**src/rtl/sal_rw_sched.sv**
```systemverilog
// sal_rw_sched: column read/write grant scheduler for a multi-bank memory.
// Round-robin arbitration inside each direction. Direction changes go through
// a turnaround state, and a starvation limit forces the scheduler toward the
// waiting direction.
// Optional build macro SAL_RW_SCHED_STAT_EN adds the 16-bit grant counters
// rd_gnt_cnt and wr_gnt_cnt.
//
// state | meaning
// ------+---------------------------------------------------------------
// RD    | read direction; issues read grants
// WR    | write direction; issues write grants
// R2W   | read-to-write turnaround; no grants; counts turn_cnt down to 0
// W2R   | write-to-read turnaround; no grants; counts turn_cnt down to 0
module sal_rw_sched #(
  parameter int NUM_BANKS    = 4,
  parameter int STARVE_LIMIT = 8
) (
  input  logic                 clk,
  input  logic                 rst,
  input  logic [NUM_BANKS-1:0] rd_req,
  input  logic [NUM_BANKS-1:0] wr_req,
  input  logic [3:0]           t_ccd,
  input  logic [3:0]           t_rtw,
  input  logic [3:0]           t_wtr,
  output logic [NUM_BANKS-1:0] rd_gnt,
  output logic [NUM_BANKS-1:0] wr_gnt,
  output logic                 cur_dir
`ifdef SAL_RW_SCHED_STAT_EN
  ,
  output logic [15:0]          rd_gnt_cnt,
  output logic [15:0]          wr_gnt_cnt
`endif
);

  localparam int PW = (NUM_BANKS > 1) ? $clog2(NUM_BANKS) : 1;
  localparam logic [3:0] SLIM = 4'(STARVE_LIMIT);
  localparam logic [NUM_BANKS-1:0] ONE = NUM_BANKS'(1);

  typedef enum logic [1:0] {S_RD, S_WR, S_R2W, S_W2R} state_t;

  state_t        state, state_nxt;
  logic [3:0]    ccd_cnt, ccd_nxt;
  logic [3:0]    turn_cnt, turn_nxt;
  logic [3:0]    starve_cnt, starve_nxt;
  logic [PW-1:0] rd_ptr, rd_ptr_nxt;
  logic [PW-1:0] wr_ptr, wr_ptr_nxt;
  logic [PW-1:0] rd_sel, wr_sel;
  logic [3:0]    ccd_load;
  logic          any_rd, any_wr;
  logic          rd_go, wr_go;

  // The pointer marks the highest-priority bank; the search starts there.
  function automatic logic [PW-1:0] rr_pick(input logic [NUM_BANKS-1:0] req,
                                            input logic [PW-1:0] ptr);
    logic found;
    int   idx;
    rr_pick = ptr;
    found   = 1'b0;
    for (int i = 0; i < NUM_BANKS; i++) begin
      idx = (int'(ptr) + i) % NUM_BANKS;
      if (!found && req[idx]) begin
        rr_pick = PW'(idx);
        found   = 1'b1;
      end
    end
  endfunction

  // After a grant, the bank after the granted one gets highest priority.
  function automatic logic [PW-1:0] ptr_inc(input logic [PW-1:0] sel);
    ptr_inc = (sel == PW'(NUM_BANKS - 1)) ? '0 : sel + 1'b1;
  endfunction

  assign any_rd   = |rd_req;
  assign any_wr   = |wr_req;
  assign rd_sel   = rr_pick(rd_req, rd_ptr);
  assign wr_sel   = rr_pick(wr_req, wr_ptr);
  assign ccd_load = (t_ccd == 4'd0) ? 4'd0 : t_ccd - 4'd1;

  // Next-state, counter updates and grant decisions.
  always_comb begin
    state_nxt  = state;
    turn_nxt   = turn_cnt;
    starve_nxt = starve_cnt;
    rd_ptr_nxt = rd_ptr;
    wr_ptr_nxt = wr_ptr;
    ccd_nxt    = (ccd_cnt != 4'd0) ? ccd_cnt - 4'd1 : ccd_cnt;
    rd_go      = 1'b0;
    wr_go      = 1'b0;
    case (state)
      S_RD: begin
        if (any_wr && (!any_rd || starve_cnt == SLIM)) begin
          state_nxt  = S_R2W;
          turn_nxt   = t_rtw;
          starve_nxt = 4'd0;
        end else if (any_rd && ccd_cnt == 4'd0 && starve_cnt < SLIM) begin
          rd_go      = 1'b1;
          ccd_nxt    = ccd_load;
          rd_ptr_nxt = ptr_inc(rd_sel);
          starve_nxt = any_wr ? starve_cnt + 4'd1 : 4'd0;
        end
      end
      S_WR: begin
        if (any_rd && (!any_wr || starve_cnt == SLIM)) begin
          state_nxt  = S_W2R;
          turn_nxt   = t_wtr;
          starve_nxt = 4'd0;
        end else if (any_wr && ccd_cnt == 4'd0 && starve_cnt < SLIM) begin
          wr_go      = 1'b1;
          ccd_nxt    = ccd_load;
          wr_ptr_nxt = ptr_inc(wr_sel);
          starve_nxt = any_rd ? starve_cnt + 4'd1 : 4'd0;
        end
      end
      S_R2W: begin
        if (turn_cnt == 4'd0) state_nxt = S_WR;
        else                  turn_nxt  = turn_cnt - 4'd1;
      end
      S_W2R: begin
        if (turn_cnt == 4'd0) state_nxt = S_RD;
        else                  turn_nxt  = turn_cnt - 4'd1;
      end
      default: state_nxt = S_RD;
    endcase
  end

  // Grants are suppressed while reset is held, even though the decision is live.
  assign rd_gnt  = (rd_go && !rst) ? (ONE << rd_sel) : '0;
  assign wr_gnt  = (wr_go && !rst) ? (ONE << wr_sel) : '0;
  assign cur_dir = (state == S_WR) || (state == S_R2W);

  // State and counter registers; reset aborts any running turnaround.
  always_ff @(posedge clk) begin
    if (rst) begin
      state      <= S_RD;
      ccd_cnt    <= 4'd0;
      turn_cnt   <= 4'd0;
      starve_cnt <= 4'd0;
      rd_ptr     <= '0;
      wr_ptr     <= '0;
    end else begin
      state      <= state_nxt;
      ccd_cnt    <= ccd_nxt;
      turn_cnt   <= turn_nxt;
      starve_cnt <= starve_nxt;
      rd_ptr     <= rd_ptr_nxt;
      wr_ptr     <= wr_ptr_nxt;
    end
  end

`ifdef SAL_RW_SCHED_STAT_EN
  // Free-running, wrapping grant counters.
  always_ff @(posedge clk) begin
    if (rst) begin
      rd_gnt_cnt <= 16'd0;
      wr_gnt_cnt <= 16'd0;
    end else begin
      if (rd_go) rd_gnt_cnt <= rd_gnt_cnt + 16'd1;
      if (wr_go) wr_gnt_cnt <= wr_gnt_cnt + 16'd1;
    end
  end
`endif

endmodule

```
**config.mk**
```make
export PLATFORM = sky130hd
export DESIGN_NAME = sal_rw_sched
export DESIGN_NICKNAME = d
export VERILOG_FILES = /design/src/rtl/sal_rw_sched.sv
export SDC_FILE = /design/constraint.sdc
export NUM_CORES = 1
export LEC_CHECK = 0
export ABC_AREA = 1
export CORE_MARGIN = 2
export CORE_UTILIZATION = 45
export DETAILED_ROUTE_END_ITERATION = 16
export PLACE_DENSITY = 0.68
export SETUP_SLACK_MARGIN = 0.2
export SLEW_MARGIN = 20
export SYNTH_ARGS = -nofsm -noshare
export SYNTH_HDL_FRONTEND = slang
export SYNTH_SLANG_ARGS = --single-unit
```
**constraint.sdc**
```tcl
create_clock -name clk -period 2.1 [get_ports clk]
set_input_delay 0.42 -clock clk [delete_from_list [all_inputs] [get_ports clk]]
set_output_delay 0.42 -clock clk [all_outputs]
set_load 0.02 [all_outputs]
```
After elaboration in Yosys (flattened, before gate mapping) --
Cells that the tools add are included.
Operators by class: add/subtract/negate cells 12, order comparisons 9, equal/unequal tests 13, shift operators 2, mux-type cells 67, bitwise logic cells 8, reductions and logical operators 46
Operators with widths (count):
- two-way mux 4 bit | 17
- two-way mux 1 bit | 26
- less-than comparator 3 x 4 -> 1 bit, second input constant | 6
- two-way mux 2 bit | 12
- binary-select mux 1 bit (select 2 bit) | 8
- one-hot mux 4 bit (2 select lines) | 2
- logical AND 1 bit | 14
- OR reduction 2 bit | 7
- zero test 4 bit | 3
- one-hot mux 4 bit (3 select lines) | 1
- AND reduction 3 bit | 4
- subtractor 4 x 1 -> 4 bit, second input constant | 3
- != test 2 bit, second input constant | 5
- zero test 1 bit | 9
- adder 2 x 1 -> 2 bit, second input constant | 4
- adder 2 bit, second input constant | 4
- == test 2 bit, second input constant | 4
- one-hot mux 2 bit (4 select lines) | 1
- OR reduction 4 bit | 2
- left shift 1 x 2 -> 4 bit, first input constant | 2
- bitwise AND 1 bit, first input constant | 6
- less-than comparator 2 x 3 -> 1 bit, second input constant | 2
- != test 3 bit, second input constant | 2
- adder 4 x 1 -> 4 bit, second input constant | 1
- other kinds (9) | 12
Word-level totals: flip-flop bits (word level) 18, input port bits 22, output and inout port bits 9, word-level logic and storage cells 163

Longest topological paths before layout --
Gate-level depths: netlist of the first run.
depth in word-level cells 16, gate-level depth with buffers 14

Worst setup path before layout of the first run --
Ideal clock, no wire load.
kind reg2out, start register rd_ptr[0], end output port rd_gnt[2], arrival time 1629 ps, data required time 1680 ps, setup slack 51 ps, stages on the path, launching flop included 12, cells stage by stage dfxtp_1 -> buf_6 -> nand2_1 -> nand3_1 -> nand2_4 -> nand3_2 -> nand3_1 -> nand2_1 -> a21oi_1 -> ha_1 -> inv_1 -> nor2_1
On the way: cells in the longest elaborated chain, start to end 14, elaborated cells on any way between the ends 28, those cells by class add/sub: 3; shift: 1; mux: 18; reduce/logical: 6
Ends and longest elaborated chain:
- from (decl) | line 45 | logic [PW-1:0] rd_ptr, rd_ptr_nxt;
- from (signal assigned) | line 145 | rd_ptr <= rd_ptr_nxt;
- adder 2 x 1 -> 2 bit / binary-select mux 1 bit (select 2 bit) (equally long branches) | line 60, 61
- binary-select mux 1 bit (select 2 bit) / two-way mux 1 bit (equally long branches) | line 61 | if (!found && req[idx]) begin
- two-way mux 1 bit (implied by the code) | line 61
- two-way mux 1 bit (implied by the code) / zero test 1 bit (equally long branches) | line 61
- logical AND 1 bit | line 61
- two-way mux 1 bit | line 61
- zero test 1 bit | line 61
- logical AND 1 bit | line 61
- two-way mux 1 bit | line 61
- zero test 1 bit | line 61
- logical AND 1 bit | line 61
- two-way mux 2 bit * | line 61
- left shift 1 x 2 -> 4 bit * | line 127 | assign rd_gnt = (rd_go && !rst) ? (ONE << rd_sel) : '0;
- two-way mux 4 bit * | line 127
- to (decl) | line 25 | output logic [NUM_BANKS-1:0] rd_gnt,
Every way passes the cells marked *; elsewhere a longest branch is shown, timed or not. The select of a mux whose other input is x is not followed.

Worst setup path in the final report of the first run --
start register wr_ptr[0], end output port wr_gnt[2]
On the way: cells in the longest elaborated chain, start to end 14, elaborated cells on any way between the ends 28, those cells by class add/sub: 3; shift: 1; mux: 18; reduce/logical: 6
Ends and longest elaborated chain:
- from (decl) | line 46 | logic [PW-1:0] wr_ptr, wr_ptr_nxt;
- from (signal assigned) | line 146 | wr_ptr <= wr_ptr_nxt;
- adder 2 x 1 -> 2 bit / binary-select mux 1 bit (select 2 bit) (equally long branches) | line 60, 61
- binary-select mux 1 bit (select 2 bit) / two-way mux 1 bit (equally long branches) | line 61
- two-way mux 1 bit (implied by the code) | line 61
- two-way mux 1 bit (implied by the code) / zero test 1 bit (equally long branches) | line 61
- logical AND 1 bit | line 61
- two-way mux 1 bit | line 61
- zero test 1 bit | line 61
- logical AND 1 bit | line 61
- two-way mux 1 bit | line 61
- zero test 1 bit | line 61
- logical AND 1 bit | line 61
- two-way mux 2 bit * | line 61
- left shift 1 x 2 -> 4 bit * | line 128 | assign wr_gnt = (wr_go && !rst) ? (ONE << wr_sel) : '0;
- two-way mux 4 bit * | line 128
- to (decl) | line 26 | output logic [NUM_BANKS-1:0] wr_gnt,
Marked as above.

==> results of run 1 <==
## synthesized netlist by cell type, drive strengths merged
cell	instances	area [um2]
nor3	1	5.000
dfxtp	18	360.4
a22oi	1	7.510
ha	19	237.7
nor2	35	141.4
buf	4	28.78
inv	57	214.0
nand4	4	25.02
or2	4	25.03
xor2	3	26.28
nor3b	1	7.510
a21boi	1	11.26
a21oi	16	87.59
dlygate4sd1	1	8.760
xnor2	1	8.760
o21ai	10	50.04
nand2	157	684.4
nand3	46	305.3
## path summary, 6_finish.rpt
check,start,to,slack (ns),depth (start not counted)
worst max-delay path,wr_ptr[0],wr_gnt[2],-0.33,14
worst min-delay path,starve_cnt[1],starve_cnt[1],0.53,2
worst max register to register,wr_ptr[0],wr_ptr[0],-0.29,19
worst min register to register,starve_cnt[1],starve_cnt[1],0.53,2
## worst min-delay path, stage by stage, from the launching register on
cell and delay, ns:
dfxtp_1 0.36, nand2_1 0.08, a21oi_1 0.05
## timing repair
item	CTS	global route
pin swaps	24	29
endpoints found under the setup margin	11	11
cloned	1	0
buffers inserted	11	3
gates resized for setup	115	82
## layout make-up
cell class              instances  area (um2)  share of cell area, %
multi-input cells             299        2051                  57.87
repair buffers                 88       739.5                  20.87
flip-flops and latches         18       375.4                  10.59
inverters                      57       239.0                  6.744
well taps                      67       83.83                  2.366
clock buffers                   4       55.05                  1.554
## state kept, by name, summed over array words and instances, names as in the netlist
signal / cells
state: 2
ccd_cnt: 4
rd_ptr: 2
starve_cnt: 4
turn_cnt: 4
wr_ptr: 2
## kinds of logic after synthesis
kind of cell,after synthesis
adder cells (fa/ha/maj),19
buffers and inverters,62
AND/OR/NAND/NOR,248
XOR/XNOR,4
AO/OA/AOI/OAI,28
flip-flops,18
## per-stage QoR
stage	worst slack, ns	hold slack [ns]	power, W	cells	utilization [%]
floorplan	0.1906	0.4807	0.002622	379	-
global placement	-0.8838	0.5094	0.003425	514	62.45
detailed placement	-0.9652	0.5108	0.003482	514	62.45
CTS	-0.2229	0.5293	0.004036	530	68.50
global route	-0.4135	0.5720	0.005100	533	74.53
finish	-0.3286	0.5330	0.004701	533	74.53
## per-layer routing
layer / routed length [um] / vias to the layer above / share of wire (%) / track usage [%]
li1: - / 1357 / - / -
met1: 2864 / 1208 / 42 / 28.29
met2: 3522 / 48 / 52 / 41.59
met3: 187 / 17 / 2.8 / 2.168
met4: 172 / 0 / 2.5 / 6.349
met5: 0 / - / 0 / 0
## power groups by stage
| stage | clock (W) | combinational [W] | sequential, W |
|---|---|---|---|
| 5_1_grt | 0.000313 | 0.00419 | 0.000596 |
| 3_5_place_dp | 0 | 0.00294 | 0.000547 |
| 6_report | 0.000296 | 0.00382 | 0.000581 |
| 3_3_place_gp | 0 | 0.00288 | 0.000544 |
| 4_1_cts | 0.000301 | 0.00317 | 0.000561 |
| 2_1_floorplan | 0 | 0.00208 | 0.000541 |
==> summary by stage, run 1 <==
Worst setup path
The nature of the critical path startpoint is a flip-flop. Data on the critical path is required at its endpoint by 1.68 ns. The buffering stage count on the worst path with inverters included is 4. The largest single stage delay on the critical path is 0.39 ns. In this run the worst path has a maximum fanout of 5. The slowest cell on the critical path is dfxtp_4. The signal on the critical path passes through buf_8 -> nand2_4 -> nand2_4 -> nand2_2 -> nand2_2 -> nand2_2 -> inv_2 -> nand2_4 -> nor2_4 -> a21oi_2 -> ha_1 -> inv_2 -> nor2_4 -> buf_4. In this design, the largest share of critical-path delay is due to simple AND/OR/NAND/NOR gates. The category of the worst setup path capture point is an output pin.

By startpoint and endpoint, the worst setup path is classified as reg -> out. STA puts the critical path data arrival time at 2.01 ns.

Cells and area
The top cell types in the final layout, fill and taps aside, are nand2_1, buf_4, nand2_2. The number of nets in the layout is 508. Once layout is done, the placed cells without fillers occupy 0.003543 mm2. The signed area change from the synthesized netlist to the final layout is 58.57%.

The most common cell after layout, fill and taps aside is nand2_1. The proportion of layout cells with a drive suffix above 1 is 47.42%. The final-layout fill cell count is 376.

The repair_antennas step left the layout with diodes totalling 0.

STA
The worst path uses 115.6% of the clock period. The accumulated negative setup slack is -2.777 ns. Clock skew on the completed layout was measured at 0.0008878 ns. Setup repair after global routing could not meet its margin everywhere. The setup-violating endpoint count in the final report is 9. The total count of max-transition violations in the final report is 0.

The total count of hold-check failures in the final report is 0. The clock period minus worst slack is 2.429 ns. The pin slew with the least headroom to its limit is 0.2680 ns. Timing would allow up to 411.8 MHz.

The final worst-path setup slack is -0.3286 ns. Measured against its own limit, the worst slew margin works out to 82.07%.

Global route
Summed over all layers, the global routing overflow is 0. The number of global-route vias before repair was 2431. The first global-routing pass estimated 10.05 mm of wire. Entering global routing, the biggest net connects 12 pins.

The initial antenna violation count is 0. In the global route stage, overall resource usage came out at 22.75%.

Pwr
The fraction of power consumed by sequential logic is 12.4%. For this design the total switching power over the nets is 0.002490 W. VDD sags by at most 0.9166 mV.

The combinational fraction of design power is 81.3%. The part of the total power dissipated in the clock network is 6.3%. The total power per unit cell area is 1327 mW/mm2.

The analysis attributes to cell leakage a power of 1.816 nW. The internal portion of the total power is 0.002211 W. Of the total power, the share spent switching nets is 52.97%.

Place
The placed cell area is 0.002969 mm2. The final weighted congestion of routability-driven global placement is 0.8806. Detailed placement finished with a half-perimeter wire length of 4.117 mm. The number of input and output port buffers inserted is 30.

Route
Dividing the detail-routed wire length by the instance count gives 12.66 um. Detailed routing inserted a total of 2630 vias. In this run, the number of DRC markers left after iteration 0 of detailed routing was 115. The number of DRC violations after detailed routing is 0. After detailed routing, the total wire length is 6.747 mm. The post-route antenna net violation count is 0.

The number of search-and-repair iterations in the first detailed-routing pass is 5. The routed via count divided by cell count is 4.934.

Yosys
The per-instance average area after synthesis is 5.896 um2. The parity-gate share of the synthesized area counting xor and xnor cells is 1.568%. After Yosys synthesis, and, or, nand and nor cells account for 53.42% of the synthesized area. Counting flops and latches in the post-synthesis netlist gives 18. The largest family of logic cells by synthesized area is simple AND/OR/NAND/NOR gates. The number of standard cells after synthesis is 379. After synthesis, the netlist uses 30 different library cells.

The adder and majority gate portion of the synthesized area is 10.64%. The post-synthesis compound-gate area fraction is 6.999%. The number of nets in the synthesized netlist is 420. The share of cell area taken by muxes after synthesis is 0%. The Yosys step of the flow raised 0 warnings.

The cell area after synthesis is 0.002235 mm2. The sequential share of the synthesized area is 16.13%.

Clock network
The deepest level of the CTS H-tree is 1. Buffers inserted during clock tree synthesis total 3. TritonCTS built the clock tree. At the later pin of the worst-skew pair, clock insertion delay measures 0.26 ns. The count of hold-fix buffers inserted at cts is 0. The count of clock tree sinks is 18. Counting along the longest clock path gives a buffer depth of 2.

The cell sitting at the root of the clock tree is a clkbuf_8. After clock tree synthesis, the clock-pin slew on the worst setup and hold paths is 0.07 ns.

Floorplanning
The core region is 0.004755 mm2. The die covers 0.005546 mm2. The overall die width is 74.47 um. The cell row count is 25. From bottom edge to top edge, the die measures 74.47 um. Once the floorplan was initialized, standard cells occupied 47.00% of the core. 31 I/O pins were placed.

Flow run
The number of max-capacitance violations reported is 0.

Outcome
The checks that failed: setup timing. The flow ran to the end, but the final reports show violations.

Min path
The tightest min-delay check is of the reg -> reg type.
(Power assumes the default switching activity.)
==> run 2, diff against run 1 <==
--- a/config.mk
+++ b/config.mk
@@ -15,3 +15,4 @@
 export SYNTH_ARGS = -nofsm -noshare
 export SYNTH_HDL_FRONTEND = slang
 export SYNTH_SLANG_ARGS = --single-unit
+export TNS_END_PERCENT = 50
==> run 2 against run 1 <==
Net effect:
- combinational power shrank 5%
- sequential cell count is the same
- setup slack lost 0.017 ns
- total power shrank 3.7%
- clock skew grew 0.0017 ns
- critical endpoint is now wr_gnt[3]
- sequential power grew 0.7%
- the flow still finishes with violations (setup timing)
- design area shrank 2.0%
==> summary by stage, run 2 (synthesized netlist as in run 1, its figures left out) <==
Outcome
The run finished, with violations left. The checks that failed: setup timing.

Global route
The global routing met1 resource utilization was 26.48% (-1.8 points). The initial antenna violation count was 0 (unchanged). The global-route track usage on met3 was 1.626% (-0.54 points). The global-route track usage on met2 is 36.28% (-5.3 points).

The first-pass GRT wire length is 9.045 mm (-10%). The overall routing resource usage is 20.21% (-2.5 points). The number of global-route vias before repair was 2188 (-10%). The pin count of the biggest net entering global routing came to 12 (unchanged).

The residual overflow from global routing came to 0 (unchanged). The most crowded layer after global routing is met2.

Place
The placed instance count is 513 (-0.19%). The HPWL after detailed placement was 4.092 mm (-0.62%). The final weighted congestion of routability-driven global placement is 0.8898 (+1.0%). The number of input and output port buffers inserted is 30 (unchanged).

Worst setup path
The peak fanout along the critical path is 5 (unchanged). The category of the worst setup path capture point is an output pin. The critical path required time is 1.68 ns (about the same). The setup path with the least slack is of type reg -> out. By instance count, the cell type seen most on the critical path is nand2_2. The arrival time of the worst setup path is 2.03 ns (+0.02 ns).

The slowest stage of the critical path belongs to the cell dfxtp_4. STA classifies the critical path startpoint as a flip-flop. The buffering stage count on the worst path with inverters included was 5 (+1). The signal on the critical path passes through buf_6 -> nand2_2 -> nand2_2 -> nand2_2 -> nand2_2 -> nand2_2 -> inv_2 -> nand2_4 -> nand2_4 -> nand2_2 -> inv_2 -> ha_2 -> inv_2 -> nor2_4 -> buf_6. Broken down by cell family, the worst path's largest delay share belongs to simple AND/OR/NAND/NOR gates.

The largest stage delay on the critical path is 0.39 ns (about the same).

Cells and area
The signed area change from the synthesized netlist to the final layout is 55.38%. The proportion of layout cells with a drive suffix above 1 is 45.30% (-2.1 points). The utilization after layout is 73.03% (-1.5 points). The final cell count without fillers is 524 (-1.7%). Leaving out fill and tap cells, the most frequent cell in the layout is nand2_1. The antenna cell count is 0 (unchanged). The largest registers in the layout are ccd_cnt x4, starve_cnt x4, turn_cnt x4.

The final-layout fill cell count is 354 (-5.9%). The library cells used most frequently in the layout, excluding fill and tap cells, are nand2_1, nand2_2, buf_4. The number of nets in the layout is 499 (-1.8%).

Pwr
The net switching share of the total power is 53.41% (+0.44 points). The leakage power figure is 1.756 nW (-3.3%). The cell internal power dissipation was 0.002108 W (-4.6%).

The part of the total power dissipated in the clock network is 6.6% (+0.3 points). The combinational fraction of design power came to 80.5% (-0.8 points). The fraction of power consumed by sequential logic was 12.9% (+0.5 points). The switching power is 0.002417 W (-2.9%). The total design power is 0.004525 W (-3.7%). The worst ir drop on vdd is 0.8173 mV (-11%).

The total power per unit cell area is 1303 mW/mm2 (-1.8%).

Floorplanning
The effective utilization at floorplan is 47.00% (unchanged). The cell row count is 25 (unchanged). The overall die width is 74.47 um (unchanged). The overall die area is 0.005546 mm2 (unchanged). The vertical die dimension is 74.47 um (unchanged).

The core outline area is 0.004755 mm2 (unchanged). The I/O pin total is 31 (unchanged).

STA
The final worst-path setup slack came to -0.3461 ns (-0.01743 ns). The worst hold slack across all endpoints was 0.5288 ns (-0.004165 ns). The clock period minus worst slack is 2.446 ns (+0.01743 ns). The accumulated negative setup slack is -2.280 ns (+0.4978 ns). The relative max-transition margin is 83.51% (+1.4 points). The total count of max-transition violations in the final report is 0 (unchanged). The setup-violating endpoint count in the final report is 8 (-1). The timing-limited maximum frequency is 408.8 MHz (-0.71%). The total count of hold-check failures in the final report came to 0 (unchanged).

The pin slew with the least headroom to its limit came to 0.2457 ns (-0.02231 ns). Setup repair after global routing could not meet its margin everywhere. The maximum clock skew at final layout came to 0.002611 ns (+0.001723 ns). The post-route clock period utilization is 116.5% (+0.83 points).

Clock network
The number of CTS-inserted buffers was 3 (unchanged). The worst-skew pair later-pin latency is 0.26 ns (about the same). The clock input transition at the sequential cells of the worst setup and hold paths was 0.07 ns (about the same). The count of clock tree sinks is 18 (unchanged). The worst-case clock buffer depth was 2 (unchanged). The tree is rooted in a clkbuf_8. The deepest level of the CTS H-tree is 1 (unchanged).

TritonCTS built the clock tree.

Route
The routed via count divided by cell count is 4.918 (-0.33%). The post-detailed-routing wire length came to 6.236 mm (-7.6%). The routed length per instance is 11.90 um (-6.0%).

The number of DRC violations after detailed routing is 0 (unchanged). The post-route antenna net violation count is 0 (unchanged). The count of routing violations after the opening detailed-route iteration is 180 (+57%). The total via count after detailed routing is 2577 (-2.0%). The number of search-and-repair iterations in the first detailed-routing pass is 4 (-1).

Min path
The tightest min-delay check is of the reg -> reg type.

Flow run
The number of max-capacitance violations reported is 0 (unchanged).
## run 2: metal layers
layer | vias up | routed length (um)
li1 | 1339 | -
met1 | 1154 | 2743
met2 | 73 | 3177
met3 | 11 | 243
met4 | 0 | 72
met5 | - | 0
## run 2: repair_timing
item,in CTS,in global routing
hold buffers,0,0
resized for setup,85,105
gates cloned,0,1
buffers inserted,3,3
pin swaps,7,49
setup endpoints to repair,11,10
## run 2: final timing paths
kind / end / cells after the start / startpoint / slack (ns)
setup / recovery: wr_gnt[3] / 15 / wr_ptr[0] / -0.35
setup reg to reg: wr_ptr[1] / 14 / wr_ptr[0] / 0.18
hold / removal: starve_cnt[2] / 2 / starve_cnt[2] / 0.53
hold reg to reg: starve_cnt[2] / 2 / starve_cnt[2] / 0.53
## run 2: metrics by stage
step | worst slack [ns] | instance area, um2
after floorplan | 0.1906 | 2300
after global placement | -0.9254 | 2962
after detailed placement | -0.9428 | 2962
after CTS | -0.2490 | 3109
after global routing | -0.4054 | 3472
final | -0.3461 | 3472
## run 2: final cells by class
type / instances / area, um2 / share of cell area [%]
timing repair buffer: 79 / 684.4 / 19.71
inverter: 57 / 236.5 / 6.811
multi-input combinational: 299 / 2037 / 58.67
clock buffer: 4 / 55.05 / 1.586
tap: 67 / 83.83 / 2.414
sequential: 18 / 375.4 / 10.81
## run 2: power by group through the flow
stage	Combinational [W]	Clock (W)	Sequential [W]
3_3_place_gp	0.00287	0	0.000545
4_1_cts	0.00307	0.000301	0.000558
5_1_grt	0.00403	0.000310	0.000595
6_report	0.00364	0.000297	0.000585
2_1_floorplan	0.00208	0	0.000541
3_5_place_dp	0.00291	0	0.000548
## run 2: worst min-delay path: stages (launching register included)
cell and delay (ns):
dfxtp_1 0.36, nand2_1 0.08, a21oi_1 0.05
==> run 3, diff against run 2 <==
--- a/config.mk
+++ b/config.mk
@@ -9,6 +9,7 @@
 export CORE_MARGIN = 2
 export CORE_UTILIZATION = 45
 export DETAILED_ROUTE_END_ITERATION = 16
+export GPL_ROUTABILITY_DRIVEN = 0
 export PLACE_DENSITY = 0.68
 export SETUP_SLACK_MARGIN = 0.2
 export SLEW_MARGIN = 20
==> results of run 3 <==
Final layout, timing and power as in run 2 (identical DEF).
